`src/rtl/core_pkg.sv`:
```
// Shared constants and encodings for the operand collector and its bypass helper.
package core_pkg;

  localparam int DATA_W = 16;
  localparam int ADDR_W = 8;
  localparam int REG_W  = 3;

  typedef enum logic [1:0] {
    IDLE  = 2'd0,
    READ1 = 2'd1,
    READ2 = 2'd2,
    HOLD  = 2'd3
  } state_e;

  typedef enum logic [1:0] {
    NSRC_0 = 2'd0,
    NSRC_1 = 2'd1,
    NSRC_2 = 2'd2
  } nsrc_e;

  // The raw encoding 3 behaves exactly like two sources.
  function automatic nsrc_e decode_nsrc(input logic [1:0] raw);
    return (raw == 2'd3) ? NSRC_2 : nsrc_e'(raw);
  endfunction

endpackage

```
`src/rtl/operand_bypass.sv`:
```
// Write-port bypass select: returns the snooped write data when it targets the
// given source address, otherwise the supplied base value.
module operand_bypass #(
  parameter int DATA_W = core_pkg::DATA_W,
  parameter int ADDR_W = core_pkg::ADDR_W,
  parameter int REG_W  = core_pkg::REG_W
) (
  input  logic [ADDR_W-1:0] src_addr,
  input  logic [DATA_W-1:0] base_data,
  input  logic              wb_write_enable,
  input  logic [ADDR_W-1:0] wb_write_address,
  input  logic [DATA_W-1:0] wb_write_data,
  output logic [DATA_W-1:0] sel_data
);

  localparam logic [ADDR_W-1:0] REG_MASK = ADDR_W'((1 << REG_W) - 1);

  logic upper_clear;
  logic hit;

  // Writes to addresses outside the architectural register range never alias a source.
  assign upper_clear = ((wb_write_address & ~REG_MASK) == '0);
  assign hit         = wb_write_enable && upper_clear && (wb_write_address == src_addr);
  assign sel_data    = hit ? wb_write_data : base_data;

endmodule

```
`src/rtl/operand_collector.sv`:
```
// Operand collector: accepts a decoded instruction, reads up to two sources through
// a single register-file port with write bypass/snoop, and hands the bundle to execute.
module operand_collector #(
  parameter int DATA_W = core_pkg::DATA_W,
  parameter int ADDR_W = core_pkg::ADDR_W,
  parameter int REG_W  = core_pkg::REG_W
) (
  input  logic              clk,
  input  logic              rst,

  input  logic              in_valid,
  output logic              in_ready,
  input  logic [REG_W-1:0]  in_rs1,
  input  logic [REG_W-1:0]  in_rs2,
  input  logic [REG_W-1:0]  in_rd,
  input  logic [1:0]        in_nsrc,
  input  logic [DATA_W-1:0] in_imm,
  input  logic [7:0]        in_ctrl,

  output logic [ADDR_W-1:0] rf_read_address,
  input  logic [DATA_W-1:0] rf_read_data,

  input  logic              wb_write_enable,
  input  logic [ADDR_W-1:0] wb_write_address,
  input  logic [DATA_W-1:0] wb_write_data,

  output logic              out_valid,
  input  logic              out_ready,
  output logic [DATA_W-1:0] out_op1,
  output logic [DATA_W-1:0] out_op2,
  output logic [DATA_W-1:0] out_imm,
  output logic [REG_W-1:0]  out_rd,
  output logic [7:0]        out_ctrl
);

  import core_pkg::*;

  state_e             state_q, state_d;
  nsrc_e              nsrc_q,  nsrc_d;
  logic [REG_W-1:0]   rs1_q,   rs1_d;
  logic [REG_W-1:0]   rs2_q,   rs2_d;
  logic [REG_W-1:0]   rd_q,    rd_d;
  logic [DATA_W-1:0]  imm_q,   imm_d;
  logic [7:0]         ctrl_q,  ctrl_d;
  logic [DATA_W-1:0]  op1_q,   op1_d;
  logic [DATA_W-1:0]  op2_q,   op2_d;

  logic [ADDR_W-1:0]  rs1_addr;
  logic [ADDR_W-1:0]  rs2_addr;
  logic [DATA_W-1:0]  capture_data;
  logic [DATA_W-1:0]  snoop1_data;
  logic [DATA_W-1:0]  snoop2_data;
  logic               accept;

  assign rs1_addr = ADDR_W'(rs1_q);
  assign rs2_addr = ADDR_W'(rs2_q);

  assign in_ready  = (state_q == IDLE) && !rst;
  assign accept    = in_valid && in_ready;
  assign out_valid = (state_q == HOLD);

  assign out_op1  = op1_q;
  assign out_op2  = op2_q;
  assign out_imm  = imm_q;
  assign out_rd   = rd_q;
  assign out_ctrl = ctrl_q;

  // Kept apart from the next-state logic so the capture path has no combinational loop.
  always_comb begin
    rf_read_address = '0;
    case (state_q)
      READ1:   rf_read_address = rs1_addr;
      READ2:   rf_read_address = rs2_addr;
      default: rf_read_address = '0;
    endcase
  end

  operand_bypass #(
    .DATA_W (DATA_W),
    .ADDR_W (ADDR_W),
    .REG_W  (REG_W)
  ) u_capture_bypass (
    .src_addr         (rf_read_address),
    .base_data        (rf_read_data),
    .wb_write_enable  (wb_write_enable),
    .wb_write_address (wb_write_address),
    .wb_write_data    (wb_write_data),
    .sel_data         (capture_data)
  );

  // Snoop instances use the held operand as the fallback, so a miss keeps it unchanged.
  operand_bypass #(
    .DATA_W (DATA_W),
    .ADDR_W (ADDR_W),
    .REG_W  (REG_W)
  ) u_snoop1_bypass (
    .src_addr         (rs1_addr),
    .base_data        (op1_q),
    .wb_write_enable  (wb_write_enable),
    .wb_write_address (wb_write_address),
    .wb_write_data    (wb_write_data),
    .sel_data         (snoop1_data)
  );

  operand_bypass #(
    .DATA_W (DATA_W),
    .ADDR_W (ADDR_W),
    .REG_W  (REG_W)
  ) u_snoop2_bypass (
    .src_addr         (rs2_addr),
    .base_data        (op2_q),
    .wb_write_enable  (wb_write_enable),
    .wb_write_address (wb_write_address),
    .wb_write_data    (wb_write_data),
    .sel_data         (snoop2_data)
  );

  always_comb begin
    // NOTE: every _d gets its hold value first so no path through the case infers a latch.
    state_d = state_q;
    nsrc_d  = nsrc_q;
    rs1_d   = rs1_q;
    rs2_d   = rs2_q;
    rd_d    = rd_q;
    imm_d   = imm_q;
    ctrl_d  = ctrl_q;
    op1_d   = op1_q;
    op2_d   = op2_q;

    case (state_q)
      IDLE: begin
        if (accept) begin
          rs1_d   = in_rs1;
          rs2_d   = in_rs2;
          rd_d    = in_rd;
          nsrc_d  = decode_nsrc(in_nsrc);
          imm_d   = in_imm;
          ctrl_d  = in_ctrl;
          op1_d   = '0;
          op2_d   = '0;
          state_d = (decode_nsrc(in_nsrc) == NSRC_0) ? HOLD : READ1;
        end
      end

      READ1: begin
        op1_d   = capture_data;
        state_d = (nsrc_q == NSRC_2) ? READ2 : HOLD;
      end

      READ2: begin
        op1_d   = snoop1_data;
        op2_d   = capture_data;
        state_d = HOLD;
      end

      HOLD: begin
        // Operands beyond nsrc stay zero even if a write hits their index.
        if (nsrc_q != NSRC_0) op1_d = snoop1_data;
        if (nsrc_q == NSRC_2) op2_d = snoop2_data;
        if (out_ready) state_d = IDLE;
      end

      default: state_d = IDLE;
    endcase
  end

  // NOTE: state uses non-blocking assignments so every flop samples pre-edge values.
  always_ff @(posedge clk) begin
    if (rst) begin
      // NOTE: the bundle registers are reset because they drive outputs that must read zero after reset.
      state_q <= IDLE;
      nsrc_q  <= NSRC_0;
      rs1_q   <= '0;
      rs2_q   <= '0;
      rd_q    <= '0;
      imm_q   <= '0;
      ctrl_q  <= '0;
      op1_q   <= '0;
      op2_q   <= '0;
    end else begin
      state_q <= state_d;
      nsrc_q  <= nsrc_d;
      rs1_q   <= rs1_d;
      rs2_q   <= rs2_d;
      rd_q    <= rd_d;
      imm_q   <= imm_d;
      ctrl_q  <= ctrl_d;
      op1_q   <= op1_d;
      op2_q   <= op2_d;
    end
  end

endmodule
```
`config.mk`:
```
export PLATFORM = sky130hd
export DESIGN_NAME = operand_collector
export DESIGN_NICKNAME = d
export VERILOG_FILES = /design/src/rtl/core_pkg.sv /design/src/rtl/operand_bypass.sv /design/src/rtl/operand_collector.sv
export SDC_FILE = /design/constraint.sdc
export NUM_CORES = 1
export LEC_CHECK = 0
export ABC_AREA = 0
export CORE_MARGIN = 1.5
export CORE_UTILIZATION = 43
export DETAILED_ROUTE_END_ITERATION = 8
export PLACE_DENSITY = 0.83
export SETUP_SLACK_MARGIN = 0.15
export SLEW_MARGIN = 25
export SYNTH_ARGS = -nofsm -noshare
export SYNTH_HDL_FRONTEND = slang
export SYNTH_SLANG_ARGS = --single-unit
```
`constraint.sdc`:
```
create_clock -name clk -period 3.2 [get_ports clk]
set_clock_uncertainty 0.05 [all_clocks]
set_input_delay 0.48 -clock clk [delete_from_list [all_inputs] [get_ports clk]]
set_output_delay 0.48 -clock clk [all_outputs]
set_load 0.02 [all_outputs]
```
==> results_dict.tcl, run 1 <==
set metrics [dict create \
    status "complete, no violations" \
    cts_buffers 9 \
    peakVddDrop_v 0.000356 \
    ff2ff_path_depth 9 \
    pre_cts_ws_ns 0.384 \
    postCtsSetupBuffers 0 \
    ios 149 \
    cts.clk_slew.worst_paths_ns 0.08 \
    r2r_slack_ns 0.57 \
    synth_seq_cells 69 \
    drive_gt1_share_pct 7.23 \
    tns_ns 0 \
    crit_path_end_kind "output port" \
    yosysWarnings 0 \
    fill_cells 635 \
    synthCells 432 \
    area_growth_pct 50.2 \
    grt_pass1_wl_um 17200 \
    first_pass_iters 5 \
    worstMarginPinSlew_ns 0.547 \
    cp-start-kind "register" \
    insertion_delay_ns 0.34 \
    die_h_um 92.5 \
    mostFrequentLayoutCells "143 x clkdlybuf4s50_1, 79 x nand2_1, 69 x dfxtp_1" \
    power.density_nw_per_um2 678 \
    critPathMaxFanout 9 \
    antenna_cells 0 \
    final_common_cell "clkdlybuf4s50_1" \
    setup_slack_ns 0.555 \
    hold_viol_final 0 \
    routabilityCongestion 0.897 \
    p_leak_nw 1.72 \
    setup_viol 0 \
    min_path_type "register to register" \
    clock-sinks 69 \
    drt_iter0_drc 300 \
    arrival_ns 2.12 \
    avgSynthCellArea_um2 7.96 \
    slew_violations 0 \
    final_area_um2 5170 \
    routedWlPerCell_um 15.7 \
    portBuffers 143 \
    ctsHoldBuffers 0 \
    vias 3740 \
    finalCritPeriodShare_pct 82.7 \
    r2r_end "out_op2[6]" \
    crit_path_end "rf_read_address[0]" \
    placedInstanceArea_um2 4940 \
    worstSetupPathType "register to output port" \
    grt_pass1_vias 3639 \
    dieArea_um2 8550 \
    viasPerCell 5.59 \
    max_freq_ghz 0.378 \
    critPathRequiredTime_ns 2.67 \
    finalCriticalPeriod_ns 2.65 \
    drv_cap 0 \
    remaining_drc_errors 0 \
    initial_core_util_pct 44.5 \
    cts-resized-gates 0 \
    hpwl_um 7460 \
    netlist_area_um2 3440 \
    synth.distinct_cells 43 \
    track_usage_pct 25.1 \
    fp.dieW_um 92.5 \
    antenna_left 0 \
    rows 32 \
    nets 649 \
    grt_overflow_total 0 \
    clock_path_buffers 2 \
    slew-limit-headroom_pct 63.4 \
    antenna_found_initial 0 \
    cts_max_level 3 \
    grt_max_degree 45 \
    rr_startpoint "state_q[1]" \
    wirelength_um 10500 \
    core_area_um2 7730 \
    crit_start "state_q[1]" \
    seq_area_frac_synth_pct 40.1 \
    cts-root-buf "clkbuf_8" \
    cts_tree "done" \
    rsz0062_at_grt "no" \
]
==> power by group <==
part | leakage [nW] | internal [mW] | total [mW] | switching, mW
combinational | 1.05 | 0.665 | 1.56 | 0.898
clock | 0.107 | 0.446 | 0.797 | 0.351
sequential | 0.565 | 1.03 | 1.14 | 0.114
==> registers in the layout, summed over array words and instances (netlist names) <==
| register | count |
|---|---|
| rs1_q | 3 |
| out_rd | 3 |
| rs2_q | 3 |
| out_op2 | 16 |
| out_imm | 16 |
| state_q | 2 |
| out_ctrl | 8 |
| out_op1 | 16 |
| nsrc_q | 2 |
==> per-layer routing <==
| metal | share of wire, % | global-route usage [%] | up-vias | wire length, um |
|---|---|---|---|---|
| met5 | 0 | 0 | - | 0 |
| met4 | 1.5 | 10.0 | 0 | 160 |
| met3 | 12 | 9.52 | 18 | 1280 |
| met2 | 45 | 39.8 | 212 | 4760 |
| met1 | 41 | 30.6 | 1686 | 4300 |
| li1 | - | - | 1824 | - |
==> per-stage QoR <==
| step | std cells | utilization [%] | power (mW) | hold WS, ns |
|---|---|---|---|---|
| floorplan | 436 | - | 2.07 | 0.400 |
| global placement | 653 | 63.9 | 2.66 | 0.393 |
| detailed placement | 653 | 63.9 | 2.71 | 0.403 |
| CTS | 669 | 66.8 | 3.51 | 0.414 |
| global route | 669 | 66.9 | 3.71 | 0.425 |
| finish | 669 | 66.9 | 3.51 | 0.412 |
==> cell usage after synthesis, drive strengths merged <==
library cell / count / area, um^2
nand2: 80 / 300
dfxtp: 69 / 1380
nand3: 53 / 265
o21ai: 37 / 185
a21oi: 29 / 145
clkbuf: 25 / 93.8
a22oi: 19 / 148
buf: 17 / 119
a311oi: 16 / 140
a41oi: 11 / 96.3
inv: 10 / 37.5
nor2: 10 / 40.0
ha: 7 / 87.6
xor2: 6 / 52.6
a32oi: 5 / 43.8
nor3: 5 / 47.5
o32ai: 5 / 43.8
mux2i: 3 / 30.0
a211oi: 2 / 15.0
and2: 2 / 12.5
and3: 2 / 12.5
nand2b: 2 / 12.5
nor2b: 2 / 12.5
nor3b: 2 / 15.0
a2111oi: 1 / 8.76
a211o: 1 / 8.76
a21boi: 1 / 7.51
a221oi: 1 / 8.76
a31o: 1 / 8.76
conb: 1 / 3.75
nand3b: 1 / 7.51
nor4b: 1 / 8.76
o21a: 1 / 7.51
o22ai: 1 / 6.26
or3: 1 / 6.26
or4: 1 / 7.51
or4b: 1 / 13.8
==> worst min-delay path by stage <==
stage                        to  depth (start not counted)         from
finish              out_ctrl[6]                          2  out_ctrl[6]
floorplan             nsrc_q[1]                          2    nsrc_q[1]
detailed placement   out_imm[2]                          2   out_imm[2]
global route         out_imm[2]                          2   out_imm[2]
CTS                  out_imm[9]                          2   out_imm[9]
global placement     out_imm[8]                          2   out_imm[8]
==> final cells by class <==
type | instances | area (um^2) | share of cell area [%]
inverter | 10 | 37.5 | 0.726
clock buffer | 10 | 128 | 2.47
multi-input combinational | 315 | 1840 | 35.6
clock inverter | 6 | 93.8 | 1.82
timing repair buffer | 157 | 1560 | 30.2
tap | 102 | 128 | 2.47
sequential | 69 | 1380 | 26.7
==> kinds of logic after synthesis <==
kind of cell	after synthesis	synth area share (%)
simple gates	163	22.1
other cells	1	0.109
buf+inv	52	7.27
compound gates	131	25.4
xor+xnor	6	1.53
fa+ha+maj	7	2.55
mux	3	0.873
flops	69	40.1
==> critical path: stages, from the launching register on <==
cell,delay [ns]
dfxtp_1,0.45
inv_1,0.15
ha_1,0.34
inv_2,0.08
nor2_1,0.13
clkdlybuf4s50_1,0.63
No activity file was read; power rests on OpenSTA's default activity.
==> run 2, diff against run 1 <==
==> constraint.sdc (replaced) <==
create_clock -name clk -period 2.5 [get_ports clk]
set_clock_uncertainty 0.05 [all_clocks]
set_input_delay 0.375 -clock clk [delete_from_list [all_inputs] [get_ports clk]]
set_output_delay 0.375 -clock clk [all_outputs]
set_load 0.02 [all_outputs]
==> run 2 against run 1 <==
Compared with the run above:
- cell count rose by 1.8%
- first-iteration DRC count increased by 13%
- design area increased by 5.9%
- critical path depth grew 4
- clock-buffer cell count up 1
- via count rose by 4.5%
- combinational power rose by 44%
- setup slack lost 0.38 ns
==> results_dict.tcl, run 2 (synthesis gave the netlist of run 1 again) <==
set metrics [dict create \
    rsz0062_at_grt "yes" \
    remaining_drc_errors 0 \
    portBuffers 143 \
    routedWlPerCell_um 16.7 \
    placedInstanceArea_um2 5030 \
    wirelength_um 11400 \
    clock-sinks 69 \
    first_pass_iters 7 \
    dp_cells 659 \
    antenna_found_initial 0 \
    p_comb_share_pct 48.4 \
    grt_pass1_vias 3713 \
    grt_overflow_total 0 \
    vias 3908 \
    critPathRequiredTime_ns 2.70 \
    cts.clk_slew.worst_paths_ns 0.08 \
    slew_violations 0 \
    hold_viol_final 0 \
    grt_pass1_wl_um 16800 \
    grt_max_degree 54 \
    cp-start-kind "register" \
    p_int_mw 2.80 \
    switchingPower_mw 1.84 \
    utilization_pct 70.8 \
    clock_path_buffers 2 \
    cts_tree "done" \
    antenna_left 0 \
    power.density_nw_per_um2 847 \
    antenna_cells 0 \
    pre_cts_ws_ns -0.155 \
    area_growth_pct 59.1 \
    dieArea_um2 8550 \
    finalCritPeriodShare_pct 92.9 \
    routabilityCongestion 0.876 \
    worstSetupPathType "register to register" \
    setup_slack_ns 0.176 \
    fill_cells 608 \
    crit_path_end_kind "register" \
    tns_ns 0 \
    drive_gt1_share_pct 13.0 \
    viasPerCell 5.74 \
    setup_viol 0 \
    rows 32 \
    final_cell_count_no_fill 681 \
    p_leak_nw 1.89 \
    cts-root-buf "clkbuf_8" \
    core_area_um2 7730 \
    max_freq_ghz 0.430 \
    min_path_type "register to register" \
    swShare_pct 39.7 \
    mostFrequentLayoutCells "135 x clkdlybuf4s50_1, 79 x nand2_1, 68 x dfxtp_1" \
    ios 149 \
    status "complete, no violations" \
    track_usage_pct 24.3 \
    insertion_delay_ns 0.34 \
    cts_buffers 9 \
    critPathMaxFanout 13 \
    drv_cap 0 \
    peakVddDrop_v 0.000581 \
    nets 661 \
    initial_core_util_pct 44.5 \
    hpwl_um 7390 \
    finalCriticalPeriod_ns 2.32 \
    clockPowerShare_pct 20.2 \
    cts_max_level 3 \
    fp.dieW_um 92.5 \
    arrival_ns 2.53 \
    die_h_um 92.5 \
    drt_iter0_drc 340 \
    final_area_um2 5470 \
    pwr-share-seq_pct 31.4 \
    final_common_cell "clkdlybuf4s50_1" \
]
run 2: area by class of cell:
class / instances / area (um^2) / share of cell area (%)
timing repair buffer: 169 / 1770 / 32.3
multi-input combinational: 315 / 1960 / 35.7
tap: 102 / 128 / 2.33
clock inverter: 5 / 58.8 / 1.07
inverter: 10 / 37.5 / 0.686
sequential: 69 / 1390 / 25.3
clock buffer: 11 / 141 / 2.58
run 2: routing by layer:
metal	up-vias	wire, um	GRT usage (%)
li1	1851	-	-
met1	1785	4480	29.6
met2	248	5270	38.7
met3	24	1390	8.87
met4	0	214	9.62
met5	-	0	0
run 2: path summary, 6_finish.rpt:
path / startpoint / endpoint / slack, ns / depth (start not counted)
worst max-delay path: state_q[0] / out_op2[15] / 0.18 / 9
worst min-delay path: out_ctrl[7] / out_ctrl[7] / 0.41 / 2
worst max register to register: state_q[0] / out_op2[15] / 0.18 / 9
worst min register to register: out_ctrl[7] / out_ctrl[7] / 0.41 / 2
run 2: metrics by stage:
step | total power [mW] | hold slack (ns)
3_3_place_gp | 3.50 | 0.393
3_5_place_dp | 3.56 | 0.402
5_1_grt | 4.89 | 0.424
2_1_floorplan | 2.66 | 0.400
4_1_cts | 4.50 | 0.411
6_report | 4.64 | 0.408
run 2: what timing repair did:
| action | in CTS | in global routing |
|---|---|---|
| resized for setup | 6 | 32 |
| setup endpoints to repair | 35 | 33 |
| cloned | 0 | 3 |
| pin swaps | 1 | 13 |
| hold buffers | 0 | 0 |
| setup buffers | 0 | 3 |
run 2: power groups by stage:
stage               clock network, mW  registers [mW]  logic (mW)
finish                          0.938            1.45        2.24
global placement                    0            1.46        2.04
global route                    0.999            1.48        2.42
CTS                             0.946            1.45        2.10
detailed placement                  0            1.47        2.09
floorplan                           0            1.67       0.984
run 2: worst max-delay path: stages, from the launching register on:
cell and delay, ns:
dfxtp_4 0.36, inv_2 0.14, ha_1 0.23, a22oi_1 0.12
o21ai_0 0.31, and3_1 0.27, and2_4 0.20, clkbuf_16 0.17
nand3_1 0.09, a311oi_1 0.30
